==> src/rtl/vga_pkg.sv <==
// Shared VGA constants, colour type and the built-in palette for the pixel pipeline.
// Timing defaults describe 640x480@60 with a 25.175 MHz pixel clock.
package vga_pkg;

  localparam int VGA_H_SYNC  = 96;
  localparam int VGA_H_BACK  = 48;
  localparam int VGA_H_ACT   = 640;
  localparam int VGA_H_FRONT = 16;
  localparam int VGA_V_SYNC  = 2;
  localparam int VGA_V_BACK  = 33;
  localparam int VGA_V_ACT   = 480;
  localparam int VGA_V_FRONT = 10;

  localparam int H_TOTAL = VGA_H_SYNC + VGA_H_BACK + VGA_H_ACT + VGA_H_FRONT;
  localparam int V_TOTAL = VGA_V_SYNC + VGA_V_BACK + VGA_V_ACT + VGA_V_FRONT;
  localparam int ADDR_W  = 19;

  typedef struct packed {
    logic [7:0] r;
    logic [7:0] g;
    logic [7:0] b;
  } rgb24_t;

  // Entries 8..255 are black.
  function automatic rgb24_t default_palette(input logic [7:0] idx);
    rgb24_t c;
    case (idx)
      8'd1:    c = 24'h00FF00;
      8'd2:    c = 24'h0000FF;
      8'd3:    c = 24'hFF0000;
      8'd4:    c = 24'hFFFFFF;
      8'd5:    c = 24'hFFFF00;
      8'd6:    c = 24'h808080;
      8'd7:    c = 24'h00FFFF;
      default: c = 24'h000000;
    endcase
    return c;
  endfunction

endpackage

==> src/rtl/vga_pixel_pipeline_palette.sv <==
// 256x24 read-only palette with a registered read port.
// iZero forces the registered colour to black for blanked pixels.
module vga_palette_rom
  import vga_pkg::*;
(
  input  logic       iCLK,
  input  logic       iRST_n,
  input  logic [7:0] iAddr,
  input  logic       iZero,
  output rgb24_t     oData
);

  always_ff @(posedge iCLK or negedge iRST_n) begin
    if (!iRST_n) begin
      oData <= '0;
    end else if (iZero) begin
      oData <= '0;
    end else begin
      oData <= default_palette(iAddr);
    end
  end

endmodule

==> src/rtl/vga_pixel_pipeline.sv <==
// VGA front end: sync/blank timing, frame-buffer address generation and palette lookup.
// RGB, HS, VS and BLANK_n leave together three clocks after the counter position they describe.
module vga_pixel_pipeline
  import vga_pkg::*;
#(
  parameter int H_SYNC  = VGA_H_SYNC,
  parameter int H_BACK  = VGA_H_BACK,
  parameter int H_ACT   = VGA_H_ACT,
  parameter int H_FRONT = VGA_H_FRONT,
  parameter int V_SYNC  = VGA_V_SYNC,
  parameter int V_BACK  = VGA_V_BACK,
  parameter int V_ACT   = VGA_V_ACT,
  parameter int V_FRONT = VGA_V_FRONT
) (
  input  logic              iVGA_CLK,
  input  logic              iRST_n,
  output logic [ADDR_W-1:0] oADDR,
  output logic [9:0]        oX,
  output logic [8:0]        oY,
  output logic              oDE,
  input  logic [7:0]        iIndex,
  output logic              oHS,
  output logic              oVS,
  output logic              oBLANK_n,
  output logic [7:0]        oR,
  output logic [7:0]        oG,
  output logic [7:0]        oB
);

  localparam int LP_H_TOT  = H_SYNC + H_BACK + H_ACT + H_FRONT;
  localparam int LP_V_TOT  = V_SYNC + V_BACK + V_ACT + V_FRONT;
  localparam int LP_H_AST  = H_SYNC + H_BACK;
  localparam int LP_H_AEND = LP_H_AST + H_ACT;
  localparam int LP_V_AST  = V_SYNC + V_BACK;
  localparam int LP_V_AEND = LP_V_AST + V_ACT;

  logic [9:0]        r_h_cnt;
  logic [9:0]        r_v_cnt;
  logic [ADDR_W-1:0] r_pix_cnt;
  logic              r_hs1, r_vs1;
  logic              r_de2, r_hs2, r_vs2;
  logic              w_h_last;
  logic              w_hs0, w_vs0, w_de0;
  rgb24_t            w_rgb;

  assign w_h_last = (r_h_cnt == 10'(LP_H_TOT - 1));

  always_ff @(posedge iVGA_CLK or negedge iRST_n) begin
    if (!iRST_n) begin
      r_h_cnt <= '0;
      r_v_cnt <= '0;
    end else if (w_h_last) begin
      r_h_cnt <= '0;
      r_v_cnt <= (r_v_cnt == 10'(LP_V_TOT - 1)) ? '0 : r_v_cnt + 10'd1;
    end else begin
      r_h_cnt <= r_h_cnt + 10'd1;
    end
  end

  assign w_hs0 = (r_h_cnt >= 10'(H_SYNC));
  assign w_vs0 = (r_v_cnt >= 10'(V_SYNC));
  assign w_de0 = (r_h_cnt >= 10'(LP_H_AST)) && (r_h_cnt < 10'(LP_H_AEND)) &&
                 (r_v_cnt >= 10'(LP_V_AST)) && (r_v_cnt < 10'(LP_V_AEND));

  // Address is a running pixel count rather than y*H_ACT+x; it restarts every vertical sync.
  always_ff @(posedge iVGA_CLK or negedge iRST_n) begin
    if (!iRST_n) begin
      r_pix_cnt <= '0;
      oADDR     <= '0;
      oX        <= '0;
      oY        <= '0;
      oDE       <= 1'b0;
      r_hs1     <= 1'b1;
      r_vs1     <= 1'b1;
    end else begin
      oDE   <= w_de0;
      r_hs1 <= w_hs0;
      r_vs1 <= w_vs0;
      if (w_de0) begin
        oX        <= r_h_cnt - 10'(LP_H_AST);
        oY        <= 9'(r_v_cnt - 10'(LP_V_AST));
        oADDR     <= r_pix_cnt;
        r_pix_cnt <= r_pix_cnt + ADDR_W'(1);
      end else if (!w_vs0) begin
        r_pix_cnt <= '0;
      end
    end
  end

  always_ff @(posedge iVGA_CLK or negedge iRST_n) begin
    if (!iRST_n) begin
      r_de2    <= 1'b0;
      r_hs2    <= 1'b1;
      r_vs2    <= 1'b1;
      oBLANK_n <= 1'b0;
      oHS      <= 1'b1;
      oVS      <= 1'b1;
    end else begin
      r_de2    <= oDE;
      r_hs2    <= r_hs1;
      r_vs2    <= r_vs1;
      oBLANK_n <= r_de2;
      oHS      <= r_hs2;
      oVS      <= r_vs2;
    end
  end

  // iIndex arrives one clock after oADDR and feeds the palette's registered read directly.
  vga_palette_rom u_palette (
    .iCLK   (iVGA_CLK),
    .iRST_n (iRST_n),
    .iAddr  (iIndex),
    .iZero  (!r_de2),
    .oData  (w_rgb)
  );

  assign oR = w_rgb.r;
  assign oG = w_rgb.g;
  assign oB = w_rgb.b;

endmodule

==> config.mk <==
export PLATFORM = sky130hd
export DESIGN_NAME = vga_pixel_pipeline
export DESIGN_NICKNAME = d
export VERILOG_FILES = /design/src/rtl/vga_pkg.sv /design/src/rtl/vga_pixel_pipeline_palette.sv /design/src/rtl/vga_pixel_pipeline.sv
export SDC_FILE = /design/constraint.sdc
export NUM_CORES = 1
export LEC_CHECK = 0
export CORE_UTILIZATION = 40
export DETAILED_ROUTE_END_ITERATION = 16
export GPL_TIMING_DRIVEN = 0
export PLACE_DENSITY = 0.59
export RECOVER_POWER = 25
export SLEW_MARGIN = 0
export SYNTH_ARGS = -nofsm -noshare
export SYNTH_HDL_FRONTEND = slang
export SYNTH_SLANG_ARGS = --single-unit
==> constraint.sdc <==
create_clock -name iVGA_CLK -period 4.5 [get_ports iVGA_CLK]
set_input_delay 0.45 -clock iVGA_CLK [delete_from_list [all_inputs] [get_ports iVGA_CLK]]
set_output_delay 0.45 -clock iVGA_CLK [all_outputs]
set_load 0.1 [all_outputs]
; Yosys cells after proc, flatten, opt, wreduce, memory -nomap -nowiden
; Index checks and enable logic that the tools add are counted.
[totals]
reg_bits = 110
input_bits = 10
[classes]
add_sub_neg = 5
order_cmp = 6
n_eq_ne = 10
n_mux = 6
reduce_logical = 3
[ops]
columns = operator, count
row1 = case mux 24 bit (7 select lines), 1
row2 = 2-to-1 mux 19 bit, 2
row3 = "== test 8 x 3 -> 1 bit, second input constant", 4
row4 = 2-to-1 mux 24 bit, 1
row5 = "adder 10 x 1 -> 10 bit, second input constant", 2
row6 = "== test 10 bit, second input constant", 2
row7 = "< comparator 10 bit, second input constant", 2
row8 = 2-to-1 mux 10 bit, 2
row9 = "adder 19 x 1 -> 19 bit, second input constant", 1
row10 = "== test 8 x 2 -> 1 bit, second input constant", 2
row11 = ">= comparator 10 x 2 -> 1 bit, second input constant", 1
row12 = ">= comparator 10 x 6 -> 1 bit, second input constant", 1
row13 = ">= comparator 10 x 7 -> 1 bit, second input constant", 1
row14 = ">= comparator 10 x 8 -> 1 bit, second input constant", 1
row15 = "subtractor 10 x 8 -> 10 bit, second input constant", 1
row16 = "subtractor 9 x 6 -> 9 bit, second input constant", 1
row17 = "== test 8 x 1 -> 1 bit, second input constant", 1
row18 = logical AND 1 bit, 3
row19 = "!= test 2 x 1 -> 1 bit, second input constant", 1

; Longest topological paths before layout
; Gate-level depths: netlist of the first run.
[depth]
depth_word = 5
mapped_depth = 9

; Modules after synthesis
; A second synthesis of the first run with hierarchy kept.
[unflattened]
cells_unflattened = 419
hier_area_um2 = 4506.8
[modules_own_cells]
columns = module, instances, cells_per_inst, area_per_inst_um2
row1 = vga_pixel_pipeline, 1, 375, 4111.4
row2 = vga_palette_rom, 1, 44, 395.4

; Worst setup path before layout of the first run
; No wires, ideal clock.
[synth_timing]
kind = register to register
start = register r_v_cnt[1]
end = register r_pix_cnt[13]
arrival_time_ps = 2138
required_time_ps = 4379
setup_slack_ps = 2241
path_stages_with_launch = 9
synth_period_minus_slack_ps = 2259
cell_sequence = dfrtp_1 > ha_1 > or4_4 > o21ai_4 > nand4_4 > and2_1 > buf_6 > buf_6 > a22o_1
[synth_via]
elab_chain_len = 4
[synth_rtl]
columns = element, line
row1 = "start, declared", vga_pixel_pipeline.sv:38  ; logic [9:0] r_v_cnt;
row2 = "start signal, assigned", vga_pixel_pipeline.sv:54  ; r_v_cnt <= (r_v_cnt == 10'(LP_V_TOT - 1)) ? '0 : r_v_cnt + 10'd1;
row3 = >= comparator 10 x 6 -> 1 bit, vga_pixel_pipeline.sv:63  ; (r_v_cnt >= 10'(LP_V_AST)) && (r_v_cnt < 10'(LP_V_AEND));
row4 = logical AND 1 bit, vga_pixel_pipeline.sv:62  ; assign w_de0 = (r_h_cnt >= 10'(LP_H_AST)) && (r_h_cnt < 10'(LP_H_AEND)) &&
row5 = logical AND 1 bit, vga_pixel_pipeline.sv:63
row6 = != test 2 x 1 -> 1 bit (no source line) or 2-to-1 mux 19 bit (tied branches), n/a
row7 = "end signal, assigned", vga_pixel_pipeline.sv:83  ; r_pix_cnt <= r_pix_cnt + ADDR_W'(1);
row8 = "end, declared", vga_pixel_pipeline.sv:39  ; logic [ADDR_W-1:0] r_pix_cnt;
; Several ways; a longest one is shown, not always the timed one.
; A chain may end at the register's enable or synchronous reset.

==> results of run 1 <==
-- logic make-up (layout without fill, tap and decap cells) --
family,after synthesis,count (layout),share of synthesized area
compound gates,73,73,0.113
mux,22,22,0.0563
xor+xnor,27,27,0.0540
buf+inv,50,142,0.0654
flops,92,92,0.528
fa+ha+maj,10,10,0.0286
simple gates,135,135,0.155
-- cells in the final DEF, fill, tap and decap left out, types with 8 or more instances in the layout --
master           Yosys  final
a21oi_1             10     10
a22o_1               8      8
buf_4               18     18
clkbuf_1             8      9
clkbuf_8             0      9
clkdlybuf4s50_1      0     74
dfrtp_1             86     86
ha_1                10     10
inv_1               13     13
mux2_2              21     21
nand2_1             47     47
nand3_1             17     17
nor2_1              17     17
nor3_1              15     15
o21ai_0             27     27
xnor2_1             17     17
xor2_1              10     10
-- registers in the layout, summed over array words and instances, names as in the netlist, 6 cells and up --
name and cells:
oADDR 19, r_pix_cnt 19, oX 10, r_h_cnt 10, r_v_cnt 10, oY 9
u_palette.oData 6
-- final timing paths --
kind	startpoint	to	slack, ns	cells after the start
max in group iVGA_CLK	r_v_cnt[1]	r_pix_cnt[4]	1.77	7
min in group asynchronous	iRST_n	r_v_cnt[5]	0.69	1
min reg2reg	r_vs2	oVS	0.36	0
max reg2reg	r_v_cnt[1]	r_pix_cnt[4]	1.77	7
max	iRST_n	oADDR[3]	1.59	2
min	r_vs2	oVS	0.36	0
-- per-layer routing --
layer | routed length (µm) | track usage | vias to the layer above
li1 | - | - | 1574
met2 | 4320 | 0.290 | 66
met3 | 396 | 0.0334 | 9
met5 | 0 | 0 | -
met1 | 4170 | 0.218 | 1569
met4 | 118 | 0.0587 | 0
-- stage by stage --
stage	cell area, µm²	TNS, ns	power, mW
2_1_floorplan	4380	0	0.846
3_3_place_gp	5300	-40.04	0.872
3_5_place_dp	5320	0	0.876
4_1_cts	5520	0	1.44
5_1_grt	5500	0	1.47
6_report	5500	0	1.42
-- power by group --
group	internal (mW)	switching (mW)
registers	0.826	0
clock network	0.258	0.306
logic	0.00829	0.0203
-- worst register-to-register path: stages, from the launching register on --
cell and delay, ns:
dfrtp_1 0.47, ha_1 0.31, o41ai_1 0.58, nand2_1 0.25, nand4_4 0.22, clkbuf_1 0.46
nor2_1 0.10, a211o_1 0.24
-- layout make-up --
cell class,count,area share
Timing Repair Buffer,76,0.136
Sequential cell,92,0.420
Buffer,36,0.0426
Multi-Input combinational cell,267,0.324
Tap cell,136,0.0310
Clock buffer,9,0.0225
Inverter,14,0.00956
Clock inverter,7,0.0137
==> impl_metrics.json, run 1 <==
{
  "status": "complete, but fails checks",
  "violations": "max-capacitance violations, max-slew violations",
  "clk_latency_ns": 0.37,
  "min_period_over_period": 0.647,
  "crit_path_start_kind": "primary input",
  "synth_enable_flop_cells": 0,
  "grt_use_total": 0.171,
  "yosysMostFrequentCell": "dfrtp_1",
  "maxSlewViolCount": 41,
  "ys_top_cells_by_area": "dfrtp_1, mux2_2, nand2_1",
  "fin_util": 0.525,
  "setup_ws_ns": 1.59,
  "antenna_found_initial": 0,
  "dieWidth_um": 107,
  "slew_headroom": -0.408,
  "cts_buffers": 9,
  "place_ws_ns": 1.77,
  "dp_hpwl_um": 6500,
  "portBuffers": 75,
  "path_buf_inv": 2,
  "cp.required_ns": 4.76,
  "async_reset_ff_frac": 1.00,
  "place_congestion": 0.804,
  "grt_pass1_vias": 3153,
  "nFillCells": 971,
  "rows": 37,
  "cts_num_sinks": 92,
  "critical_path_class": "primary input to async pin",
  "start_util": 0.418,
  "via_count": 3218,
  "cts.clk_slew.worst_paths_ns": 0.09,
  "holdCritPathClass": "register to register",
  "wl_um": 9010,
  "post-cts-setup-buffer-count": 0,
  "synth_ff_type": "dfrtp_1",
  "synthTopCellsByCount": "dfrtp_1, nand2_1, o21ai_0",
  "regArea_um2": 2310,
  "layout.nets": 516,
  "clock_path_buffers": 2,
  "final_hold_viol_count": 0,
  "yosys_warnings": 0,
  "clockRootBuffer": "clkbuf_8",
  "yosysTopAreaCell": "dfrtp_1",
  "netlist.area_leader.share": 0.492,
  "layout-drive-gt1-share": 0.166,
  "synth_area_um2": 4380,
  "overflow": 0,
  "cp_top_family": "buffers and inverters",
  "crit_arrival_ns": 3.18,
  "cp_slowest_cell": "clkbuf_1",
  "worstMarginPinSlew_ns": 2.11,
  "syn_inst": 409,
  "ys_ff_latch": 92,
  "ir_worst_vdd_uv": 147,
  "syn_avg_cell_area_um2": 10.7,
  "die_h_um": 107,
  "min_period_ns": 2.91,
  "setup_violations": 0,
  "yosysSeqAreaShare": 0.528,
  "antenna_left": 0,
  "cts_tree": "done",
  "grt_pass1_wl_um": 15200,
  "cts_resized": 0,
  "drtIter0Drc": 61,
  "final_cells": 637,
  "drc_errors": 0,
  "area_delta_synth_final_pct": 25.6,
  "ioPinCount": 76,
  "holdBufCountCts": 0,
  "holdWs_ns": 0.361,
  "skew_ns": 0.0146,
  "p_per_area_nw_per_um2": 258,
  "power.leakage_nw": 2.51,
  "crit_chain": "clkbuf_1 -> clkbuf_2",
  "ys_types": 50,
  "wl_per_cell_um": 14.1,
  "critPathCaptureType": "async pin",
  "critPathMaxStageDelay_ns": 1.48,
  "cap_violations": 1,
  "dr.pass1.iters": 4,
  "syn_nets": 429,
  "vias_per_cell": 5.05,
  "rsz0062_at_grt": "false",
  "h-tree-depth": 3,
  "dp_cells": 621,
  "path_max_fanout": 53,
  "grt_max_degree": 54,
  "fp.dieArea_um2": 11400,
  "diodes": 0,
  "max_freq_ghz": 0.343,
  "multi_input_area_um2": 1780,
  "core_area_um2": 10500
}
Note: power is estimated with default switching activity, not from simulation.
==> inputs of run 2 (changes only) <==
- clock period: 4.5 -> 2.95 ns (I/O delays scaled with it)
==> run 2 against run 1 <==
Die area stayed put; power is 53% higher; global-route usage hardly changed; largest power group unchanged; via count hardly changed; worst setup slack worse by 1.2 ns; first-iteration DRC count is 28% higher; clock power is 53% higher; the flow now finishes without violations; count of clock-buffer cells in the layout stayed put.
==> impl_metrics.json, run 2 (synthesis results as in run 1) <==
{
  "internal_power_mw": 1.67,
  "setup_violations": 0,
  "cp.required_ns": 3.20,
  "max_freq_ghz": 0.397,
  "r2r_slack_ns": 0.43,
  "reg2regPathDepth": 7,
  "ioPinCount": 76,
  "min_period_ns": 2.52,
  "cts_tree": "done",
  "layout_commonest_cell": "dfrtp_1",
  "overflow": 0,
  "final_cell_mix": "dfrtp_1, clkdlybuf4s50_1, nand2_1, o21ai_0, mux2_2",
  "postPlaceCellArea_um2": 5320,
  "crit_chain": "ha_1 -> o41ai_2 -> nand2_1 -> nand4_4 -> clkbuf_1 -> nor2_1 -> a211o_1",
  "post-cts-setup-buffer-count": 0,
  "critPathCaptureType": "register",
  "die_h_um": 107,
  "cts.clk_slew.worst_paths_ns": 0.09,
  "drtIter0Drc": 78,
  "clk_latency_ns": 0.37,
  "wl_um": 9010,
  "fp.dieArea_um2": 11400,
  "worstMarginPinSlew_ns": 1.19,
  "diodes": 0,
  "start_util": 0.418,
  "grt_max_degree": 54,
  "vias_per_cell": 5.04,
  "rsz0062_at_grt": "false",
  "antenna_found_initial": 0,
  "min_period_over_period": 0.855,
  "core_area_um2": 10500,
  "cts_num_sinks": 92,
  "grt_pass1_vias": 3154,
  "portBuffers": 75,
  "fin_total_pwr_mw": 2.17,
  "status": "finished, final reports clean",
  "hp-start": "r_vs2",
  "rows": 37,
  "dr.pass1.iters": 4,
  "maxSlewViolCount": 0,
  "clkPwrFrac": 0.398,
  "layout-drive-gt1-share": 0.169,
  "holdPathEnd": "oVS",
  "critical_path_class": "register to register",
  "crit_arrival_ns": 2.77,
  "path_buf_inv": 1,
  "h-tree-depth": 3,
  "cp_slowest_cell": "dfrtp_1",
  "cp_top_family": "compound AO/OA/AOI/OAI gates",
  "cap_violations": 0,
  "place_congestion": 0.804,
  "critPathMaxStageDelay_ns": 0.47,
  "pwr-share-comb": 0.021,
  "grt_pass1_wl_um": 15200,
  "holdCritPathClass": "register to register",
  "dieWidth_um": 107,
  "clock_path_buffers": 2,
  "via_count": 3216,
  "final_hold_viol_count": 0,
  "slew_headroom": 0.203,
  "crit_path_start_kind": "register",
  "p_seq_frac": 0.582,
  "layout.nets": 517,
  "p_per_area_nw_per_um2": 393,
  "area_delta_synth_final_pct": 26.0,
  "design_area_um2": 5520,
  "final.setup.tns_ns": 0,
  "largestRegisters": "oADDR (19), r_pix_cnt (19)",
  "reg2reg_from": "r_v_cnt[1]",
  "grt_use_total": 0.171,
  "whs_path_depth": 0,
  "r2r_end": "r_pix_cnt[4]",
  "clockRootBuffer": "clkbuf_8",
  "skew_ns": 0.0146,
  "antenna_left": 0,
  "switching_share": 0.230,
  "dp_hpwl_um": 6500,
  "path_max_fanout": 10,
  "power.leakage_nw": 2.53,
  "p_sw_uw": 498,
  "wl_per_cell_um": 14.1,
  "cts_buffers": 9,
  "holdWs_ns": 0.361,
  "drc_errors": 0,
  "ir_worst_vdd_uv": 225,
  "final_cells": 638,
  "dp_cells": 621
}
[run 2: cell types whose count changed in the layout (fill, tap and decap cells not counted)]
cell,previous run,this run
dlygate4sd3_1,0,2
buf_2,7,8
clkbuf_1,9,8
clkdlybuf4s50_1,74,73
o41ai_1,1,0
o41ai_2,0,1
[run 2: cell type report]
type | instances | area [µm²]
repair buffers | 77 | 761
fillers | 970 | 4950
multi-input cells | 267 | 1790
clock buffers | 9 | 124
clock inverters | 7 | 75.1
inverters | 14 | 52.6
flip-flops and latches | 92 | 2310
plain buffers | 36 | 234
well taps | 136 | 170
[run 2: how the worst max path moves through the flow]
stage | startpoint | end | slack (ns) | cells after the start
2_1_floorplan | r_v_cnt[1] | r_pix_cnt[13] | 0.69 | 8
3_3_place_gp | iRST_n | u_palette.oData[15] | -1.87 | 1
4_1_cts | r_v_cnt[1] | r_pix_cnt[4] | 0.21 | 7
6_report | r_v_cnt[1] | r_pix_cnt[4] | 0.43 | 7
3_5_place_dp | r_v_cnt[1] | r_pix_cnt[4] | 0.22 | 7
5_1_grt | iRST_n | oX[8] | 0.12 | 3
[run 2: timing repair]
item | 4_1_cts | 5_1_grt
hold buffers | 1 | 0
setup endpoints to repair | 0 | 25
gates resized for setup | 0 | 1
hold endpoints to repair | 39 | 0
[run 2: layer usage]
layer	routed length, µm	vias to the layer above	track usage
met5	0	-	0
met4	118	0	0.0587
met3	389	9	0.0334
met2	4340	60	0.290
met1	4160	1573	0.217
li1	-	1574	-
[run 2: power groups by stage]
| stage | clock network [mW] | logic [mW] | registers, mW |
|---|---|---|---|
| global route | 0.929 | 0.0526 | 1.26 |
| global placement | 0 | 0.0452 | 1.29 |
| CTS | 0.881 | 0.0520 | 1.26 |
| finish | 0.861 | 0.0447 | 1.26 |
| detailed placement | 0 | 0.0509 | 1.29 |
| floorplan | 0 | 0.00537 | 1.29 |
[run 2: metrics by stage]
stage	utilization	setup WS, ns
after floorplan	-	0.691
after global placement	0.506	-1.87
after detailed placement	0.509	0.216
after CTS	0.529	0.206
after global routing	0.527	0.119
final	0.527	0.429
==> inputs of run 3 (changes only) <==
- CAP_MARGIN: not set -> 10
==> results of run 3 <==
Same layout as run 2: the final DEF is identical, and so are final timing and power.
